File: src/rtl/fighter_motion_pkg.sv
// Shared game constants and the vertical state type used by the fighter motion logic.
package fighter_motion_pkg;

   localparam int MAP_X          = 320;
   localparam int MAP_Y          = 240;
   localparam int PLAYER_X       = 64;
   localparam int PLAYER_Y       = 128;
   localparam int SQUAT_PLAYER_Y = 64;
   localparam int STEP_X         = 8;
   localparam int V              = 16;
   localparam int G              = 2;
   localparam int MAX_J          = 2 * V / G;
   localparam int KB_STEP        = 4;
   localparam int KB_CYC         = 8;

   // Arena limits for the right-side fighter; the left instance overrides X_MIN/X_INIT.
   localparam int ENEMY_X_MIN = PLAYER_X + 16;
   localparam int ARENA_X_MAX = MAP_X - PLAYER_X;

   typedef enum logic {V_GROUND, V_AIR} vstate_t;

endpackage

File: src/rtl/fighter_motion_jump_profile.sv
// Combinational ballistic height h(t) = V0*t - G*t*t/2, usable for any projectile.
module jump_profile #(
   parameter int V0  = 16,
   parameter int G   = 2,
   parameter int T_W = 5,
   parameter int H_W = 20
) (
   input  logic        [T_W-1:0] i_t,
   output logic signed [H_W-1:0] o_h
);

   localparam logic signed [H_W-1:0] C_V0    = H_W'(V0);
   localparam logic signed [H_W-1:0] C_HALFG = H_W'(G / 2);

   logic signed [H_W-1:0] w_t;

   assign w_t = $signed({{(H_W-T_W){1'b0}}, i_t});
   // G is even, so G*t*t/2 is exact as (G/2)*t*t.
   assign o_h = (C_V0 * w_t) - (C_HALFG * w_t * w_t);

endmodule

File: src/rtl/fighter_motion.sv
// Per-fighter motion controller: walking, knockback/hit-stun, jumping and squatting on frame ticks.
module fighter_motion
   import fighter_motion_pkg::*;
#(
   parameter int SIDE    = 1,
   parameter int X_W     = 11,
   parameter int Y_W     = 10,
   parameter int X_MIN   = fighter_motion_pkg::ENEMY_X_MIN,
   parameter int X_MAX   = fighter_motion_pkg::ARENA_X_MAX,
   parameter int X_INIT  = fighter_motion_pkg::ARENA_X_MAX,
   parameter int Y_GND   = fighter_motion_pkg::PLAYER_Y - fighter_motion_pkg::MAP_Y,
   parameter int Y_SQ    = fighter_motion_pkg::SQUAT_PLAYER_Y - fighter_motion_pkg::MAP_Y,
   parameter int STEP_X  = fighter_motion_pkg::STEP_X,
   parameter int V0      = fighter_motion_pkg::V,
   parameter int G       = fighter_motion_pkg::G,
   parameter int KB_STEP = fighter_motion_pkg::KB_STEP,
   parameter int KB_CYC  = fighter_motion_pkg::KB_CYC
) (
   input  logic                  clk,
   input  logic                  rst,
   input  logic                  tick,
   input  logic                  right,
   input  logic                  left,
   input  logic                  jump,
   input  logic                  squat,
   input  logic                  defend,
   input  logic                  hit,
   output logic signed [X_W-1:0] x,
   output logic signed [Y_W-1:0] y,
   output logic                  isD,
   output logic                  isQ,
   output logic                  isJ,
   output logic                  isK
);

   localparam int T_MAX = 2 * V0 / G;
   localparam int T_W   = $clog2(T_MAX + 1);
   localparam int KB_W  = $clog2(KB_CYC + 1);
   localparam int H_W   = 2 * Y_W;
   localparam int XS_W  = X_W + 1;

   localparam logic signed [XS_W-1:0] C_XMIN  = XS_W'(X_MIN);
   localparam logic signed [XS_W-1:0] C_XMAX  = XS_W'(X_MAX);
   localparam logic signed [XS_W-1:0] C_WALK  = XS_W'(STEP_X);
   localparam logic signed [XS_W-1:0] C_KB    = (SIDE != 0) ? XS_W'(KB_STEP) : XS_W'(-KB_STEP);
   localparam logic signed [Y_W-1:0]  C_YGND  = Y_W'(Y_GND);
   localparam logic signed [Y_W-1:0]  C_YSQ   = Y_W'(Y_SQ);
   localparam logic        [KB_W-1:0] C_KBCYC = KB_W'(KB_CYC);

   vstate_t                  r_state;
   logic        [T_W-1:0]    r_t;
   logic        [KB_W-1:0]   r_kb;
   logic signed [X_W-1:0]    r_x;
   logic signed [Y_W-1:0]    r_y;
   logic signed [Y_W-1:0]    r_ybase;

   vstate_t                  w_state_nxt;
   logic        [T_W-1:0]    w_t_nxt;
   logic        [T_W-1:0]    w_t_inc;
   logic        [KB_W-1:0]   w_kb_nxt;
   logic signed [X_W-1:0]    w_x_nxt;
   logic signed [Y_W-1:0]    w_y_nxt;
   logic signed [Y_W-1:0]    w_ybase_nxt;
   logic signed [H_W-1:0]    w_h;
   logic signed [XS_W-1:0]   w_step;
   logic signed [XS_W-1:0]   w_xsum;
   logic signed [X_W-1:0]    w_xclamp;
   logic                     w_stun;
   logic                     w_guard;
   logic                     w_hit_acc;
   logic                     w_jump_acc;

   assign w_stun     = (r_kb != '0);
   assign w_guard    = defend && (r_state == V_GROUND) && !w_stun;
   assign w_hit_acc  = hit && !w_guard;
   assign w_jump_acc = jump && !w_stun && !squat && !w_hit_acc;
   assign w_t_inc    = r_t + T_W'(1);

   jump_profile #(
      .V0  (V0),
      .G   (G),
      .T_W (T_W),
      .H_W (H_W)
   ) u_jump_profile (
      .i_t (w_t_inc),
      .o_h (w_h)
   );

   // Knockback overrides walking; the sum carries one spare bit so the clamp sees overflow.
   always_comb begin
      w_step = '0;
      if (w_stun) begin
         w_step = C_KB;
      end else if (right) begin
         w_step = C_WALK;
      end else if (left) begin
         w_step = -C_WALK;
      end
      w_xsum = $signed({r_x[X_W-1], r_x}) + w_step;
      if (w_xsum < C_XMIN) begin
         w_xclamp = C_XMIN[X_W-1:0];
      end else if (w_xsum > C_XMAX) begin
         w_xclamp = C_XMAX[X_W-1:0];
      end else begin
         w_xclamp = w_xsum[X_W-1:0];
      end
   end

   always_ff @(posedge clk or posedge rst) begin
      if (rst) begin
         r_state <= V_GROUND;
         r_t     <= '0;
         r_kb    <= '0;
         r_x     <= X_W'(X_INIT);
         r_y     <= C_YGND;
         r_ybase <= C_YGND;
      end else begin
         r_state <= w_state_nxt;
         r_t     <= w_t_nxt;
         r_kb    <= w_kb_nxt;
         r_x     <= w_x_nxt;
         r_y     <= w_y_nxt;
         r_ybase <= w_ybase_nxt;
      end
   end

   always_comb begin
      w_state_nxt = r_state;
      w_t_nxt     = r_t;
      w_kb_nxt    = r_kb;
      w_x_nxt     = r_x;
      w_y_nxt     = r_y;
      w_ybase_nxt = r_ybase;
      if (tick) begin
         w_x_nxt = w_xclamp;
         if (w_hit_acc) begin
            w_kb_nxt = C_KBCYC;
         end else if (w_stun) begin
            w_kb_nxt = r_kb - KB_W'(1);
         end
         case (r_state)
            V_GROUND: begin
               if (w_jump_acc) begin
                  w_state_nxt = V_AIR;
                  w_ybase_nxt = r_y;
                  w_t_nxt     = '0;
               end else begin
                  w_y_nxt = squat ? C_YSQ : C_YGND;
               end
            end
            V_AIR: begin
               w_t_nxt = w_t_inc;
               // Landing once the arc height returns to zero or below.
               if (w_h[H_W-1] || (w_h == '0)) begin
                  w_y_nxt     = r_ybase;
                  w_state_nxt = V_GROUND;
               end else begin
                  w_y_nxt = r_ybase + w_h[Y_W-1:0];
               end
            end
            default: w_state_nxt = V_GROUND;
         endcase
      end
   end

   always_comb begin
      x   = r_x;
      y   = r_y;
      isD = w_guard;
      isQ = squat && (r_state == V_GROUND);
      isJ = (r_state == V_AIR);
      isK = w_stun;
   end

endmodule

File: config.mk
export PLATFORM = sky130hd
export DESIGN_NAME = fighter_motion
export DESIGN_NICKNAME = d
export VERILOG_FILES = /design/src/rtl/fighter_motion_pkg.sv /design/src/rtl/fighter_motion_jump_profile.sv /design/src/rtl/fighter_motion.sv
export SDC_FILE = /design/constraint.sdc
export NUM_CORES = 1
export LEC_CHECK = 0
export ABC_AREA = 1
export CORE_ASPECT_RATIO = 1.75
export CORE_MARGIN = 4
export CORE_UTILIZATION = 59
export CTS_BUF_LIST = sky130_fd_sc_hd__clkbuf_4 sky130_fd_sc_hd__clkbuf_8 sky130_fd_sc_hd__clkbuf_16
export DETAILED_ROUTE_END_ITERATION = 7
export GPL_ROUTABILITY_DRIVEN = 0
export PLACE_DENSITY = 0.82
export REMOVE_ABC_BUFFERS = 1
export SETUP_SLACK_MARGIN = 0.15
export SKIP_LAST_GASP = 1
export SLEW_MARGIN = 30
export SYNTH_ARGS = -nofsm -noshare
export SYNTH_HDL_FRONTEND = slang
export SYNTH_SLANG_ARGS = --single-unit
File: constraint.sdc
create_clock -name clk -period 6.48 [get_ports clk]
set_input_delay 0.972 -clock clk [delete_from_list [all_inputs] [get_ports clk]]
set_output_delay 0.972 -clock clk [all_outputs]
set_load 0.01 [all_outputs]
==> impl_metrics.toml, run 1 <==
[setup_path]
cpMostUsedCell = "nand2_1"
crit_start = "r_t[0]"
r2r_slack_ps = 530
slowest_stage = "fa_1"
cp-endpoint = "y[9]"
endpoint_kind = "flop"
arrival_ps = 6190
max_stage_delay_ps = 520
cp_data_required_time_ps = 6720
reg2reg_depth = 29
timing.rr.end = "y[9]"
r2r_start = "r_t[0]"
crit_type = "flop to flop"
start_kind = "flop"
path_max_fanout = 12

[synthesis]
synth_xor_area_share_pct = 5.01
synth_top_area_share_pct = 20.6
syn-cell-area_mm2 = 0.00365
ys_seq_elements = 39
synthAdderAreaFrac_pct = 14.9
synth_area_leader_cell = "dfrtp_1"
syn_area_per_cell_um2 = 7.15
post-synth-top-count-cell = "nand2_1"
synth_top_family_by_area = "simple AND/OR/NAND/NOR gates"
synthMuxAreaShare_pct = 0
synth_edf_count = 0
synth_common_cells = "nand2_1, inv_1, ha_1, nand3_1, nor2_1"
synth_area_leaders = "dfrtp_1, nand2_1, ha_1"
synth_cell_type_count = 40
syn_inst = 510
async_flop_share_pct = 100
synth_flop_cell = "dfrtp_1"
yosys.area_share.simple_pct = 33.3
synth_warnings = 0
synth_compound_area_share_pct = 9.19
yosysSeqAreaShare_pct = 27.1

[clock_tree]
htree_levels = 2
path_clk_slew_ps = 80
clk_latency_ps = 300
cts_setup_buffers = 0
cts_inserted_buffers = 5
cts.sink_count = 39
cts_tree = "yes"
clock_path_buffers = 2
clock-root-buffer = "clkbuf_8"

[routing]
vias = 3404
dr.pass1.iters = 4
via_per_inst = 5.49
wl_per_cell_um = 14.7
routed_wl_um = 9110
antenna_left = 0
drt_iter0_drc = 139
drcViolationCount = 0

[sta]
setup_tns_ps = 0
final_hold_viol_count = 0
skew_ps = 5.20
grt_setup_unrepaired = "no"
tightest_slew_ps = 573
fin_crit_ps = 5950
post-route-period-util_pct = 91.8
slew_headroom_pct = 61.6
drv_slew = 0
setup-violations-final = 0
max_freq_ghz = 0.168

[global_routing]
antenna_found_initial = 0
grt_max_degree = 40
grt_usage_pct = 26.2
grt_pass1_wl_um = 15200
overflow = 0
grt_pass1_vias = 3553

[floorplanning]
die_x_um = 67.4
dieArea_mm2 = 0.00755
core_mm2 = 0.00593
die_h_um = 112
fp-row-count = 37
initial_core_util_pct = 61.5
io-pin-count = 34

[finish]
nFillCells = 534
layout-drive-gt1-share_pct = 12.0
area_growth_pct = 12.6
fin_nets = 591
n_antenna_cell = 0

[hold_path]
min_path_type = "flop to flop"

[place]
post-dp-hpwl_um = 7240
port-buffer-count = 31

[run_status]
status = "finished, final reports clean"

[job]
maxCapViolations = 0
## worst max-delay path: cells and delay by family, from the launching register on
kind | cells | cell delay (ps)
AOI/OAI and AO/OA | 4 | 750
xor gates and xnor gates | 3 | 830
and+or+nand+nor | 10 | 650
adders and majority gates | 7 | 2680
buffers and inverters | 5 | 440
DFF | 1 | 510
## metal layers
metal | up-vias | GRT usage [%] | wire length (um)
li1 | 1688 | - | -
met1 | 1590 | 23.5 | 3140
met2 | 87 | 49.6 | 5300
met3 | 39 | 4.20 | 242
met4 | 0 | 18.0 | 431
met5 | - | 0 | 0
## area by class of cell
class	count	area (um2)	area share, %
clock inverters	2	35.0	0.853
multi-input cells	383	2290	55.7
flip-flops and latches	39	988	24.1
well taps	78	97.6	2.38
inverters	80	300	7.31
repair buffers	32	318	7.74
clock buffers	6	82.6	2.01
## stage by stage
stage                     instances  worst slack [ps]  hold slack (ps)  instance area (um2)  util, %
final                           620               529              478                 4110     69.3
after global routing            620               171              489                 4110     69.3
after detailed placement        612               410              466                 3990     67.3
after global placement          612               695              466                 3990     67.3
after CTS                       620               330              479                 4100     69.3
after floorplan                 502               992              453                 3570        -
## layout by cell type, fill, tap and decap left out, types with 3 or more instances in the layout
cell type and instances:
clkbuf_8 6, a21o_1 3, a21oi_1 22, nand4_1 11, clkdlybuf4s50_1 31, nand3_1 36, nand2_1 148, o21ai_0 11
nand2_2 13, xnor2_1 7, dfrtp_1 29, o22ai_1 5, inv_1 70, fa_1 4, nor3_1 4, inv_2 10
nor2_4 3, nor2_2 3, nor2_1 33, nand3_2 5, ha_1 36, xor2_1 12, dfstp_2 9, o21ai_1 5
## what timing repair did
| item | 4_1_cts | 5_1_grt |
|---|---|---|
| endpoints found under the setup margin | 0 | 2 |
| hold buffers | 0 | 0 |
| endpoints found under the hold margin | 0 | 0 |
| gates resized for setup | 0 | 2 |
## logic make-up (layout without fill, tap and decap cells)
family / Yosys count / count (layout)
AND/OR/NAND/NOR: 264 / 264
buffers and inverters: 89 / 120
AO/OA/AOI/OAI: 56 / 56
adder cells (fa/ha/maj): 41 / 41
flip-flops: 39 / 39
XOR/XNOR: 20 / 20
other: 1 / 2
## how the worst min path moves through the flow
stage	to	slack [ps]	depth (start not counted)	startpoint
finish	r_ybase[7]	480	2	y[7]
global route	r_ybase[7]	490	2	y[7]
CTS	r_ybase[4]	480	2	r_ybase[4]
detailed placement	r_ybase[4]	470	2	r_ybase[4]
global placement	r_ybase[4]	470	2	r_ybase[4]
floorplan	r_ybase[4]	450	2	r_ybase[4]
## registers in the layout, summed over array words and instances (netlist names)
name / count
r_ybase: 10
r_kb: 4
r_t: 5
isJ: 1
x: 9
y: 10
Power of run 1 is not shown: default switching activity piles up to over one toggle a cycle in this logic, so the estimate is an artifact.
==> run 2: changes to the inputs <==
==> constraint.sdc (replaced) <==
create_clock -name clk -period 6.48 [get_ports clk]
set_input_delay 0.648 -clock clk [delete_from_list [all_inputs] [get_ports clk]]
set_output_delay 0.648 -clock clk [all_outputs]
set_load 0.01 [all_outputs]
==> results of run 2 <==
Same layout as run 1 (identical final DEF). Status: finished, final reports clean.
Power of run 2 is left out for the same reason.
==> run 3: changes to the inputs <==
--- a/config.mk
+++ b/config.mk
@@ -5,14 +5,14 @@
 export SDC_FILE = /design/constraint.sdc
 export NUM_CORES = 1
 export LEC_CHECK = 0
-export ABC_AREA = 1
+export ABC_AREA = 0
 export CORE_ASPECT_RATIO = 1.75
 export CORE_MARGIN = 4
-export CORE_UTILIZATION = 59
+export CORE_UTILIZATION = 58
 export CTS_BUF_LIST = sky130_fd_sc_hd__clkbuf_4 sky130_fd_sc_hd__clkbuf_8 sky130_fd_sc_hd__clkbuf_16
 export DETAILED_ROUTE_END_ITERATION = 7
 export GPL_ROUTABILITY_DRIVEN = 0
-export PLACE_DENSITY = 0.82
+export PLACE_DENSITY = 0.81
 export REMOVE_ABC_BUFFERS = 1
 export SETUP_SLACK_MARGIN = 0.15
 export SKIP_LAST_GASP = 1
==> run 3 against run 2 <==
Against the previous run: first-iteration DRC count decreased by 27%; sequential share of layout area rose by 0.54 points; worst hold slack better by 19 ps; worst setup slack got worse by 17 ps; critical path depth fell by 3; critical path type unchanged; clock skew increased by 1.2 ps; register-to-register slack got worse by 20 ps; wire length fell by 5.1%; utilization shrank 0.99 points.
==> impl_metrics.toml, run 3 <==
[clock_tree]
cts_hold_buf = 0
path_clk_slew_ps = 80
cts_inserted_buffers = 5
clk_latency_ps = 290
clock_path_buffers = 2
cts_tree = "yes"
cts.sink_count = 39
htree_levels = 2
clock-root-buffer = "clkbuf_8"

[synthesis]
synth_top_area_share_pct = 21.4
ys_seq_elements = 39
syn_inst = 391
post-synth-top-count-cell = "ha_1"
synth_area_leaders = "dfrtp_1, ha_1, dfstp_2"
synth_edf_count = 0
synth_common_cells = "ha_1, nor2_1, dfrtp_1, a21oi_1, inv_1"
synth_flop_cell = "dfrtp_1"
syn_area_per_cell_um2 = 8.97
syn-cell-area_mm2 = 0.00351
synth_cell_type_count = 65
synth_warnings = 0
synth_area_leader_cell = "dfrtp_1"
yosysSeqAreaShare_pct = 28.2
async_flop_share_pct = 100

[global_routing]
antenna_found_initial = 0
grt_pass1_wl_um = 14400
grt_usage_pct = 25.1
overflow = 0
grt_pass1_vias = 3276
grt_max_degree = 40

[sta]
drv_slew = 0
skew_ps = 6.40
tightest_slew_ps = 664
setup-violations-final = 0
setup_tns_ps = 0
final_hold_viol_count = 0
slew_headroom_pct = 55.6
whs_ps = 497
max_freq_ghz = 0.168
post-route-period-util_pct = 92.1
fin_crit_ps = 5970
grt_setup_unrepaired = "no"

[setup_path]
crit_type = "flop to flop"
max_stage_delay_ps = 520
slowest_stage = "fa_1"
endpoint_kind = "flop"
cpMostUsedCell = "ha_1"
cp_data_required_time_ps = 6710
start_kind = "flop"
path_max_fanout = 14
arrival_ps = 6190

[job]
maxCapViolations = 0

[hold_path]
min_path_type = "flop to flop"

[routing]
drcViolationCount = 0
drt_iter0_drc = 102
wl_per_cell_um = 17.2
via_per_inst = 6.07
routed_wl_um = 8650
dr.pass1.iters = 4
vias = 3053
antenna_left = 0

[place]
port-buffer-count = 31
post-dp-hpwl_um = 6900
dpl.cell_count = 494
place_area_mm2 = 0.00390

[floorplanning]
die_x_um = 66.8
dieArea_mm2 = 0.00740
core_mm2 = 0.00588
fp-row-count = 37
initial_core_util_pct = 59.6
die_h_um = 111
io-pin-count = 34

[run_status]
status = "finished, final reports clean"

[finish]
area_growth_pct = 14.6
layout-drive-gt1-share_pct = 9.18
fin_area_mm2 = 0.00402
nFillCells = 484
mostFrequentLayoutCell = "ha_1"
fin_cells = 503
layout_common_cells = "ha_1, nor2_1, clkdlybuf4s50_1, dfrtp_1, a21oi_1"
fin_nets = 474
n_antenna_cell = 0
[run 3: cell count changes after synthesis, moves of 13 or more]
cell and change:
nand2_1 -127, inv_1 -46, nand3_1 -26, nand2_2 -13
[run 3: worst max-delay path, delay by kind of cell (launching register included)]
family	cells	cell delay [ps]
compound gates	7	1290
xor+xnor	4	820
fa+ha+maj	7	2490
buf+inv	3	230
flops	1	500
mux	1	190
simple gates	4	400
[run 3: metrics by stage]
stage | worst slack [ps] | util [%]
CTS | 379 | 68.1
global placement | 608 | 66.4
finish | 512 | 68.3
global route | 102 | 68.3
floorplan | 705 | -
detailed placement | 402 | 66.4
[run 3: cell type report]
cell class | count | area [um2] | area share (%)
Multi-Input combinational cell | 314 | 2360 | 58.8
Sequential cell | 39 | 988 | 24.6
Timing Repair Buffer | 39 | 370 | 9.22
Tap cell | 78 | 97.6 | 2.43
Clock buffer | 7 | 96.3 | 2.40
Inverter | 25 | 93.8 | 2.34
Clock inverter | 1 | 7.51 | 0.187
[run 3: logic make-up after synthesis]
family,synth area share [%]
AND/OR/NAND/NOR,16.9
AO/OA/AOI/OAI,21.2
adder cells (fa/ha/maj),15.5
flip-flops,28.2
buffers and inverters,4.64
XOR/XNOR,7.71
multiplexers,5.78
other,0.107
[run 3: path summary, 6_finish.rpt]
| path | start | slack [ps] | cells past startpoint | to |
|---|---|---|---|---|
| worst max-delay path | r_t[0] | 510 | 26 | y[9] |
| worst min-delay path | y[4] | 500 | 2 | y[4] |
| worst max register to register | r_t[0] | 510 | 26 | y[9] |
| worst min register to register | y[4] | 500 | 2 | y[4] |
| max in group asynchronous | rst | 5350 | 3 | r_t[0] |
| min in group asynchronous | rst | 770 | 3 | r_ybase[5] |
[run 3: metal layers]
layer,vias to the layer above,part of all wire (%),track usage [%]
li1,1470,-,-
met1,1471,36,23.8
met2,73,56,47.1
met3,39,2.6,3.65
met4,0,4.9,15.6
met5,-,0,0
[run 3: repair_timing]
item                       in CTS  in global routing
setup endpoints to repair       0                  1
setup buffers                   0                  1
resized for setup               0                  1
Power of run 3 is left out for the same reason.
